File: src/rtl/sto_ncb_pkg.sv
// Shared definitions for the per-CB store stage: state encodings, widths and
// the Ncb-to-word-count helper.
package sto_ncb_pkg;

  localparam int BUF_AW = 12;
  localparam int DATA_W = 64;
  // One bit wider than the 12-bit byte-to-word quotient so that the round-up
  // of a 32767-byte Ncb (4096 words) does not wrap to zero.
  localparam int NCB8_W = 13;

  typedef logic [DATA_W-1:0] sto_data_t;
  typedef logic [BUF_AW-1:0] buf_addr_t;
  typedef logic [NCB8_W-1:0] ncb_words_t;

  localparam logic [3:0] ST_IDLE      = 4'd0;
  localparam logic [3:0] ST_INI       = 4'd1;
  localparam logic [3:0] ST_CFG       = 4'd2;
  localparam logic [3:0] ST_WAIT_COMB = 4'd3;
  localparam logic [3:0] ST_WAIT_CMD  = 4'd4;
  localparam logic [3:0] ST_CMD       = 4'd5;
  localparam logic [3:0] ST_DATA      = 4'd6;
  localparam logic [3:0] ST_END       = 4'd7;
  localparam logic [3:0] ST_END_ALL   = 4'd8;
  localparam logic [3:0] ST_ERR       = 4'd9;

  function automatic ncb_words_t ncb_words(input logic [14:0] ncb_size);
    return {1'b0, ncb_size[14:3]} + {{(NCB8_W-1){1'b0}}, |ncb_size[2:0]};
  endfunction

endpackage

File: src/rtl/sto_ncb_rd_skid.sv
// Small FIFO absorbing local-buffer read data so reads can run ahead of write
// FIFO back-pressure without dropping or duplicating words.
module sto_ncb_rd_skid
  import sto_ncb_pkg::*;
#(
  parameter int DEPTH = 2,
  parameter int CW    = $clog2(DEPTH + 1)
) (
  input  logic          i_mem_clk,
  input  logic          i_rst_n,
  input  logic          flush,
  input  logic          push,
  input  sto_data_t     push_data,
  input  logic          pop,
  output sto_data_t     head,
  output logic [CW-1:0] count,
  output logic          empty
);

  localparam int PW = (DEPTH > 1) ? $clog2(DEPTH) : 1;

  sto_data_t       mem [DEPTH];
  logic [PW-1:0]   wr_ptr;
  logic [PW-1:0]   rd_ptr;
  logic            do_push;
  logic            do_pop;

  function automatic logic [PW-1:0] ptr_inc(input logic [PW-1:0] p);
    return (p == PW'(DEPTH - 1)) ? '0 : p + 1'b1;
  endfunction

  assign empty   = (count == '0);
  assign head    = mem[rd_ptr];
  assign do_push = push && (count != CW'(DEPTH));
  assign do_pop  = pop && !empty;

  always_ff @(posedge i_mem_clk or negedge i_rst_n) begin
    if (!i_rst_n) begin
      wr_ptr <= '0;
      rd_ptr <= '0;
      count  <= '0;
      for (int i = 0; i < DEPTH; i++) mem[i] <= '0;
    end else if (flush) begin
      wr_ptr <= '0;
      rd_ptr <= '0;
      count  <= '0;
    end else begin
      if (do_push) begin
        mem[wr_ptr] <= push_data;
        wr_ptr      <= ptr_inc(wr_ptr);
      end
      if (do_pop) rd_ptr <= ptr_inc(rd_ptr);
      count <= count + CW'(do_push) - CW'(do_pop);
    end
  end

endmodule

File: src/rtl/sto_ncb.sv
// Per-CB store stage: drains each combined Ncb from the ping-pong buffer half
// into HARQ memory over the local write bus and reports per-half completion.
//
// state      | meaning
// IDLE       | waiting for a job start with a non-zero CB count
// INI        | latch HARQ base address, clear done/error, ptr to half 0
// CFG        | latch Ncb word count; zero length is an error
// WAIT_COMB  | wait until the half at o_sto_ptr has been combined
// WAIT_CMD   | wait for the write channel to accept a new command
// CMD        | one-cycle command strobe, reset read/push counters
// DATA       | stream buffer words through the skid into the write FIFO
// END        | per-half done pulse, flip ptr, advance CB count and address
// END_ALL    | raise the held job-done level
// ERR        | one-cycle abort: flag error, terminate bus, flush skid
module sto_ncb
  import sto_ncb_pkg::*;
#(
  parameter int STO_SWIDTH = 4,
  parameter int SKID_DEPTH = 2
) (
  input  logic        i_mem_clk,
  input  logic        i_rst_n,
  input  logic        i_harq_start,
  input  logic        i_harq_end,
  input  logic [4:0]  i_cb_num,
  input  logic [14:0] i_ncb_size,
  input  logic [31:0] i_tb_harq_baddr,
  input  logic        i_comb0_done,
  input  logic        i_comb1_done,
  output logic        o_sto0_done,
  output logic        o_sto1_done,
  output logic        o_sto_ncb_done,
  output logic        o_sto_ptr,
  output logic        o_sto_ren,
  output logic [11:0] o_sto_addr,
  input  logic [63:0] i_sto_rdata,
  output logic        o_wr_cmd_strb,
  input  logic        i_wr_cmd_done,
  output logic [15:0] o_wr_data_number,
  output logic [31:0] o_wr_baddr,
  output logic        o_wr,
  output logic [63:0] o_wdata,
  input  logic        i_wfull,
  output logic        o_wr_termi,
  output logic        o_sto_err
);

  localparam int SKID_CW = $clog2(SKID_DEPTH + 1);

  logic [STO_SWIDTH-1:0] state;
  logic [STO_SWIDTH-1:0] state_nxt;
  logic [4:0]            cb_num_r;
  logic [4:0]            cb_cnt;
  ncb_words_t            ncb_8_r;
  ncb_words_t            rd_issued;
  ncb_words_t            wr_pushed;
  logic [31:0]           baddr_r;
  buf_addr_t             addr_r;
  logic                  ptr_r;
  logic                  comb0_rdy;
  logic                  comb1_rdy;
  logic                  ren_q;
  logic                  err_r;
  logic                  ncb_done_r;
  logic                  sto0_done_r;
  logic                  sto1_done_r;

  sto_data_t             skid_head;
  logic [SKID_CW-1:0]    skid_cnt;
  logic                  skid_empty;
  logic                  skid_flush;
  logic [SKID_CW:0]      skid_occ;

  logic                  half_rdy;
  logic                  ren;
  logic                  wr_push;
  logic                  last_push;
  logic                  do_end;

  assign half_rdy  = ptr_r ? comb1_rdy : comb0_rdy;
  // A read already in flight owns a skid slot even though its data has not landed.
  assign skid_occ  = {1'b0, skid_cnt} + {{SKID_CW{1'b0}}, ren_q};
  assign ren       = (state == ST_DATA) && (rd_issued < ncb_8_r)
                     && (skid_occ < (SKID_CW + 1)'(SKID_DEPTH));
  assign wr_push   = (state == ST_DATA) && !skid_empty && !i_wfull;
  assign last_push = wr_push && (wr_pushed == ncb_8_r - 1'b1);
  assign do_end    = (state == ST_END) && (state_nxt != ST_ERR);
  assign skid_flush = (state == ST_ERR) || (state == ST_INI);

  always_comb begin
    state_nxt = state;
    case (state)
      ST_IDLE:      if (i_harq_start && (i_cb_num != 5'd0)) state_nxt = ST_INI;
      ST_INI:       state_nxt = ST_CFG;
      ST_CFG:       state_nxt = (ncb_words(i_ncb_size) == '0) ? ST_ERR : ST_WAIT_COMB;
      ST_WAIT_COMB: if (half_rdy) state_nxt = ST_WAIT_CMD;
      ST_WAIT_CMD:  if (i_wr_cmd_done) state_nxt = ST_CMD;
      ST_CMD:       state_nxt = ST_DATA;
      ST_DATA:      if (last_push) state_nxt = ST_END;
      ST_END:       state_nxt = (cb_cnt != cb_num_r - 5'd1) ? ST_WAIT_COMB : ST_END_ALL;
      ST_END_ALL:   state_nxt = ST_IDLE;
      ST_ERR:       state_nxt = ST_IDLE;
      default:      state_nxt = ST_IDLE;
    endcase
    if (i_harq_end && (state != ST_IDLE)) state_nxt = ST_ERR;
  end

  always_ff @(posedge i_mem_clk or negedge i_rst_n) begin
    if (!i_rst_n) begin
      state       <= ST_IDLE;
      cb_num_r    <= '0;
      cb_cnt      <= '0;
      ncb_8_r     <= '0;
      rd_issued   <= '0;
      wr_pushed   <= '0;
      baddr_r     <= '0;
      addr_r      <= '0;
      ptr_r       <= 1'b0;
      comb0_rdy   <= 1'b0;
      comb1_rdy   <= 1'b0;
      ren_q       <= 1'b0;
      err_r       <= 1'b0;
      ncb_done_r  <= 1'b0;
      sto0_done_r <= 1'b0;
      sto1_done_r <= 1'b0;
    end else begin
      state <= state_nxt;
      ren_q <= ren;

      // A new done pulse wins over a same-cycle clear.
      comb0_rdy <= i_comb0_done
                   || (comb0_rdy && !i_harq_start && !((state == ST_CMD) && !ptr_r));
      comb1_rdy <= i_comb1_done
                   || (comb1_rdy && !i_harq_start && !((state == ST_CMD) && ptr_r));

      if ((state == ST_IDLE) && i_harq_start) cb_num_r <= i_cb_num;

      if (state == ST_INI) begin
        baddr_r <= i_tb_harq_baddr;
        cb_cnt  <= '0;
        ptr_r   <= 1'b0;
      end

      if (state == ST_CFG) ncb_8_r <= ncb_words(i_ncb_size);

      if (state == ST_CMD) begin
        addr_r    <= '0;
        rd_issued <= '0;
        wr_pushed <= '0;
      end else begin
        if (ren) begin
          addr_r    <= addr_r + 1'b1;
          rd_issued <= rd_issued + 1'b1;
        end
        if (wr_push) wr_pushed <= wr_pushed + 1'b1;
      end

      sto0_done_r <= do_end && !ptr_r;
      sto1_done_r <= do_end && ptr_r;
      if (do_end) begin
        ptr_r   <= !ptr_r;
        cb_cnt  <= cb_cnt + 5'd1;
        baddr_r <= baddr_r + {16'b0, ncb_8_r, 3'b0};
      end

      if (state_nxt == ST_INI) begin
        err_r      <= 1'b0;
        ncb_done_r <= 1'b0;
      end else if (state_nxt == ST_ERR) begin
        err_r      <= 1'b1;
        ncb_done_r <= 1'b1;
      end else if (state == ST_END_ALL) begin
        ncb_done_r <= 1'b1;
      end
    end
  end

  sto_ncb_rd_skid #(
    .DEPTH (SKID_DEPTH),
    .CW    (SKID_CW)
  ) u_skid (
    .i_mem_clk (i_mem_clk),
    .i_rst_n   (i_rst_n),
    .flush     (skid_flush),
    .push      (ren_q),
    .push_data (i_sto_rdata),
    .pop       (wr_push),
    .head      (skid_head),
    .count     (skid_cnt),
    .empty     (skid_empty)
  );

  assign o_sto0_done      = sto0_done_r;
  assign o_sto1_done      = sto1_done_r;
  assign o_sto_ncb_done   = ncb_done_r;
  assign o_sto_ptr        = ptr_r;
  assign o_sto_ren        = ren;
  assign o_sto_addr       = addr_r;
  assign o_wr_cmd_strb    = (state == ST_CMD);
  assign o_wr_data_number = {3'b0, ncb_8_r};
  assign o_wr_baddr       = baddr_r;
  assign o_wr             = wr_push;
  assign o_wdata          = skid_head;
  assign o_wr_termi       = err_r;
  assign o_sto_err        = err_r;

endmodule

File: config.mk
export PLATFORM = sky130hd
export DESIGN_NAME = sto_ncb
export DESIGN_NICKNAME = d
export VERILOG_FILES = /design/src/rtl/sto_ncb_pkg.sv /design/src/rtl/sto_ncb_rd_skid.sv /design/src/rtl/sto_ncb.sv
export SDC_FILE = /design/constraint.sdc
export NUM_CORES = 1
export LEC_CHECK = 0
export CAP_MARGIN = 0
export CORE_ASPECT_RATIO = 1.5
export CORE_UTILIZATION = 56
export CTS_CLUSTER_SIZE = 20
export DETAILED_ROUTE_END_ITERATION = 7
export GPL_ROUTABILITY_DRIVEN = 1
export PLACE_DENSITY = 0.83
export SETUP_SLACK_MARGIN = 0.2
export SLEW_MARGIN = 20
export SYNTH_ARGS = -nofsm -noshare
export SYNTH_HDL_FRONTEND = slang
export SYNTH_SLANG_ARGS = --single-unit
File: constraint.sdc
create_clock -name i_mem_clk -period 6.65 [get_ports i_mem_clk]
set_input_delay 1.33 -clock i_mem_clk [delete_from_list [all_inputs] [get_ports i_mem_clk]]
set_output_delay 1.33 -clock i_mem_clk [all_outputs]
set_load 0.1 [all_outputs]
Word-level counts from Yosys, hierarchy flattened
Index checks and enable logic that the tools add are counted.
{"block": "totals", "out_inout_bits": 133, "in_bits": 124, "elab_cells": 139, "register_bits": 237}
{"block": "op_classes", "n_addsub": 13, "n_reduce_logical": 43, "n_lt_le_gt_ge": 5, "n_eq_ne": 15, "muxes": 39, "bitwise": 3}
{"op": "two-way mux 64 bit", "n": 4}
{"op": "bitwise mux 128 bit", "n": 1}
{"op": "demux 64 bit (select 1 bit)", "n": 1}
{"op": "two-way mux 32 bit", "n": 2}
{"op": "two-way mux 13 bit", "n": 4}
{"op": "adder 32 x 16 -> 32 bit", "n": 1}
{"op": "case mux 4 bit (8 select lines)", "n": 1}
{"op": "two-way mux 4 bit", "n": 7}
{"op": "adder 13 x 1 -> 13 bit (second input constant)", "n": 2}
{"op": "two-way mux 12 bit", "n": 2}
{"op": "logical AND 1 bit", "n": 20}
{"op": "== test 4 x 3 -> 1 bit (second input constant)", "n": 4}
{"op": "two-way mux 1 bit", "n": 14}
{"op": "adder 12 x 1 -> 13 bit", "n": 1}
{"op": "== test 13 bit", "n": 1}
{"op": "zero test 13 bit", "n": 1}
{"op": "less-than comparator 13 bit", "n": 1}
{"op": "subtractor 13 x 1 -> 13 bit (second input constant)", "n": 1}
{"op": "adder 12 x 1 -> 12 bit (second input constant)", "n": 1}
{"op": "== test 4 bit (second input constant)", "n": 3}
{"op": "nonzero test 2 bit", "n": 6}
{"op": "two-way mux 5 bit", "n": 2}
{"op": "== test 4 x 1 -> 1 bit (second input constant)", "n": 2}
{"op": "== test 4 x 2 -> 1 bit (second input constant)", "n": 2}
{"op": "other kinds (24)", "n": 34}

Logic depth before layout (Yosys ltp)
{"block": "depth", "ltp_word": 11, "mapped_depth": 15, "ltp_nobuf": 11}

Modules after synthesis
A second synthesis with hierarchy kept.
{"block": "unflattened", "cells_unflattened": 1126, "area_unflattened_um2": 12695.9}
{"module": "sto_ncb", "seq_area_each_um2": 2627.5, "area_per_inst_um2": 6797.8, "instances": 1, "cells_each": 761}
{"module": "sto_ncb_rd_skid", "seq_area_each_um2": 3303.2, "area_per_inst_um2": 5898.2, "instances": 1, "cells_each": 365}

Worst setup path before layout
Ideal clock, no wire load.
{"block": "synth_timing", "kind": "register -> output", "startpoint": "register ncb_8_r[10]", "endpoint": "output o_sto_ren", "arrival_ns": 3.491, "t_required_ns": 5.320, "path_slack_ns": 1.829, "stages_incl_launch_ff": 8, "cell_sequence": "dfrtp_1 inv_1 ha_1 and4_1 a2111oi_0 nand2_1 a21oi_1 clkbuf_1"}
{"block": "synth_via", "elab_chain_len": 3}
{"element": "from (decl)", "line_no": "sto_ncb.sv:54", "rtl": "ncb_words_t ncb_8_r;"}
{"element": "from (signal assigned)", "line_no": "sto_ncb.sv:144", "rtl": "if (state == ST_CFG) ncb_8_r <= ncb_words(i_ncb_size);"}
{"element": "less-than comparator 13 bit", "line_no": "sto_ncb.sv:83", "rtl": "assign ren = (state == ST_DATA) && (rd_issued < ncb_8_r)"}
{"element": "logical AND 1 bit", "line_no": "sto_ncb.sv:83"}
{"element": "logical AND 1 bit", "line_no": "sto_ncb.sv:84", "rtl": "&& (skid_occ < (SKID_CW + 1)'(SKID_DEPTH));"}
{"element": "to (decl)", "line_no": "sto_ncb.sv:34", "rtl": "output logic o_sto_ren,"}
Every way passes these cells.

Final worst setup path
Same ends and word-level chain as after synthesis.

==> flow_metrics.py <==
metrics = {
    "outcome": {
        "status": "finished, final reports clean",
    },
    "clock_tree": {
        "postCtsResizedCells": 0,
        "cts_hold_buffers": 0,
        "root_buffer": "clkbuf_16",
        "post_cts_buffers": 0,
        "cts.reportedPaths.clkPinSlew_ns": 0.06,
        "clk_latency_ns": 0.52,
        "cts-buffers-inserted": 24,
        "cts_num_sinks": 237,
        "cts_tree": "built",
        "cts_buffer_depth": 3,
        "cts_max_level": 1,
    },
    "logic_synthesis": {
        "yosys_warnings": 0,
        "synth_ff_type": "dfrtp_1",
        "postSynthCellCount": 1120,
        "ys_async_sr_fraction_pct": 100,
        "yosys.cell_types.count": 68,
        "avgSynthCellArea_sq_um": 11.2,
        "post_synth_instance_area_sq_um": 12500,
        "seq_area_frac_synth_pct": 47.5,
        "synth-seq-cells": 237,
        "synth_edf_count": 0,
    },
    "global_routing": {
        "grt_pass1_vias": 9615,
        "antenna_found_initial": 0,
        "grt_use_total_pct": 25.8,
        "grt-ovfl-total": 0,
        "grt_pass1_wl_um": 47200,
        "grt_max_degree": 167,
    },
    "flow_run": {
        "drv_cap": 0,
    },
    "place": {
        "place_area_sq_um": 15300,
        "dp_hpwl_um": 21100,
        "gp_congestion": 0.886,
        "preCtsSetupSlack_ns": 1.37,
        "port_buffers": 253,
    },
    "timing": {
        "setup_viol_count_final": 0,
        "timing.fmax_mhz": 189,
        "tightest_slew_ns": 1.05,
        "tns_ns": 0,
        "finalWorstSetupSlack_ns": 1.35,
        "hold_violations": 0,
        "slew_headroom_pct": 29.6,
        "rsz0062_at_grt": "false",
        "period_share_pct": 79.6,
        "clock-skew-final_ns": 0.0159,
        "min_period_ns": 5.30,
        "slew_violations": 0,
    },
    "worst_setup_path": {
        "crit_fanout": 23,
        "critPathCaptureType": "output port",
        "path_class": "flop to output port",
        "cp-start-kind": "flop",
        "critPathRequiredTime_ns": 5.32,
        "cp.arrival_ns": 3.97,
    },
    "layout": {
        "num_antenna_cells": 0,
        "area_growth_pct": 28.4,
        "drive_gt1_share_pct": 19.8,
        "nets": 1520,
        "final_area_sq_um": 16000,
    },
    "floorplan": {
        "fp.dieW_um": 124,
        "start_util_pct": 57.3,
        "rows": 66,
        "fp.dieH_um": 185,
        "fp.dieArea_sq_um": 22900,
        "ios": 257,
        "core_area_sq_um": 21800,
    },
    "power": {
        "power_switching_mw": 3.37,
        "p_per_area_nw_per_um2": 432,
        "peakVddDrop_mv": 0.637,
        "cellLeakagePower_nw": 7.26,
        "p_seq_share_pct": 29.0,
        "swShare_pct": 48.6,
        "p_comb_share_pct": 51.8,
        "clkPwrFrac_pct": 19.2,
        "p_int_mw": 3.56,
    },
    "route": {
        "drt-initial-drc-count": 450,
        "firstDrtPassIters": 4,
        "drc": 0,
        "vias": 9423,
        "final_antenna_net_count": 0,
        "drt-vias-per-instance": 5.72,
        "detail_route.wl_per_cell_um": 18.0,
        "drt-total-wl_um": 29600,
    },
    "min_path": {
        "hold_class": "flop to flop",
    },
}
cells in the final DEF, fill, tap and decap left out, types with 4 or more instances in the layout:
cell	count
a211oi_1	5
a21o_1	14
a21oi_1	30
a221o_1	9
a22o_1	7
a31oi_1	5
a32oi_1	7
and2_1	18
and3_1	16
buf_4	9
clkbuf_1	5
clkbuf_16	25
clkbuf_8	5
clkdlybuf4s50_1	252
dfrtp_1	236
ha_1	35
inv_1	45
mux2_2	204
mux2i_1	15
nand2_1	76
nand2b_1	9
nand3_1	21
nand4_1	18
nor2_1	69
nor2b_1	5
nor3_1	15
nor4_1	5
o211ai_1	4
o21a_1	5
o21ai_0	47
or2_2	4
or3_1	14
xnor2_1	30
xor2_1	44
path summary, 6_finish.rpt:
kind                                      startpoint                         end  slack, ns  cells after the start
hold reg to reg            o_wr_baddr[1]$_DFFE_PN0P_   o_wr_baddr[1]$_DFFE_PN0P_       0.48                      2
setup / recovery             ncb_8_r[10]$_DFFE_PN0P_                   o_sto_ren       1.35                      8
hold / removal             o_wr_baddr[1]$_DFFE_PN0P_   o_wr_baddr[1]$_DFFE_PN0P_       0.48                      2
max in group asynchronous                    i_rst_n     cb_num_r[4]$_DFFE_PN0P_       4.59                      2
setup reg to reg             cb_num_r[0]$_DFFE_PN0P_  o_wr_baddr[30]$_DFFE_PN0P_       3.29                     11
min in group asynchronous                    i_rst_n  u_skid.mem[74]$_DFFE_PN0P_       0.77                      1
cell type report:
cell class	instances	area, sq um
tap	272	340
multi-input combinational	788	6190
clock buffer	35	713
inverter	46	173
sequential	237	5930
clock inverter	7	71.3
timing repair buffer	263	2630
fill	1493	5760
metrics by stage:
| stage | std cells | power (mW) | utilization (%) | hold slack, ns |
|---|---|---|---|---|
| finish | 1648 | 6.94 | 73.6 | 0.481 |
| floorplan | 1122 | 4.70 | - | 0.465 |
| global placement | 1606 | 5.55 | 70.0 | 0.465 |
| global route | 1648 | 7.27 | 73.6 | 0.516 |
| detailed placement | 1606 | 5.60 | 70.0 | 0.472 |
| CTS | 1648 | 6.97 | 73.6 | 0.486 |
power groups by stage:
| stage | Clock, mW | Sequential [mW] | Combinational [mW] |
|---|---|---|---|
| floorplan | 0 | 2.91 | 1.80 |
| global placement | 0 | 2.02 | 3.53 |
| detailed placement | 0 | 2.03 | 3.58 |
| CTS | 1.36 | 2.01 | 3.60 |
| global route | 1.42 | 2.04 | 3.80 |
| finish | 1.33 | 2.01 | 3.59 |
flip-flops by register name, summed over array words and instances, names as in the netlist:
name,flops
u_skid.mem,128
o_wr_baddr,32
ncb_8_r,13
rd_issued,13
wr_pushed,13
o_sto_addr,12
cb_cnt,5
cb_num_r,5
state,4
u_skid.count,2
comb0_rdy,1
comb1_rdy,1
o_sto0_done,1
o_sto1_done,1
o_sto_err,1
o_sto_ncb_done,1
o_sto_ptr,1
ren_q,1
u_skid.rd_ptr,1
u_skid.wr_ptr,1
kinds of logic (layout without fill, tap and decap cells):
| family | Yosys count | count (layout) | share of synthesized area, % |
|---|---|---|---|
| other | 1 | 3 | 0.0300 |
| buffers and inverters | 97 | 351 | 3.34 |
| AO/OA/AOI/OAI | 167 | 167 | 9.26 |
| adder cells (fa/ha/maj) | 36 | 36 | 3.66 |
| flip-flops | 237 | 237 | 47.5 |
| multiplexers | 219 | 219 | 19.6 |
| AND/OR/NAND/NOR | 289 | 289 | 11.5 |
| XOR/XNOR | 74 | 74 | 5.19 |
worst max-delay path, stage by stage (launching register included):
cell	delay, ns
dfrtp_1	0.56
inv_1	0.15
ha_1	0.34
and4_1	0.20
a2111oi_0	0.40
nand2_1	0.17
a21oi_2	0.13
buf_4	0.27
clkdlybuf4s50_1	1.23
routing by layer:
metal	GRT usage, %	wire [um]
met1	29.5	11600
met2	48.2	15400
met3	4.53	1950
met4	7.52	740
met5	0	0
synthesized netlist by cell type (all sizes together), types with 19 or more instances:
master	count	area share, %
a21oi	31	1.2
buf	19	0.98
clkbuf	32	0.98
dfrtp	237	47
ha	35	3.5
inv	46	1.4
mux2	204	18
nand2	77	2.3
nand3	23	1.1
nor2	70	2.1
o21ai	47	1.9
xnor2	30	2.1
xor2	44	3.1
(Power assumes the default switching activity.)
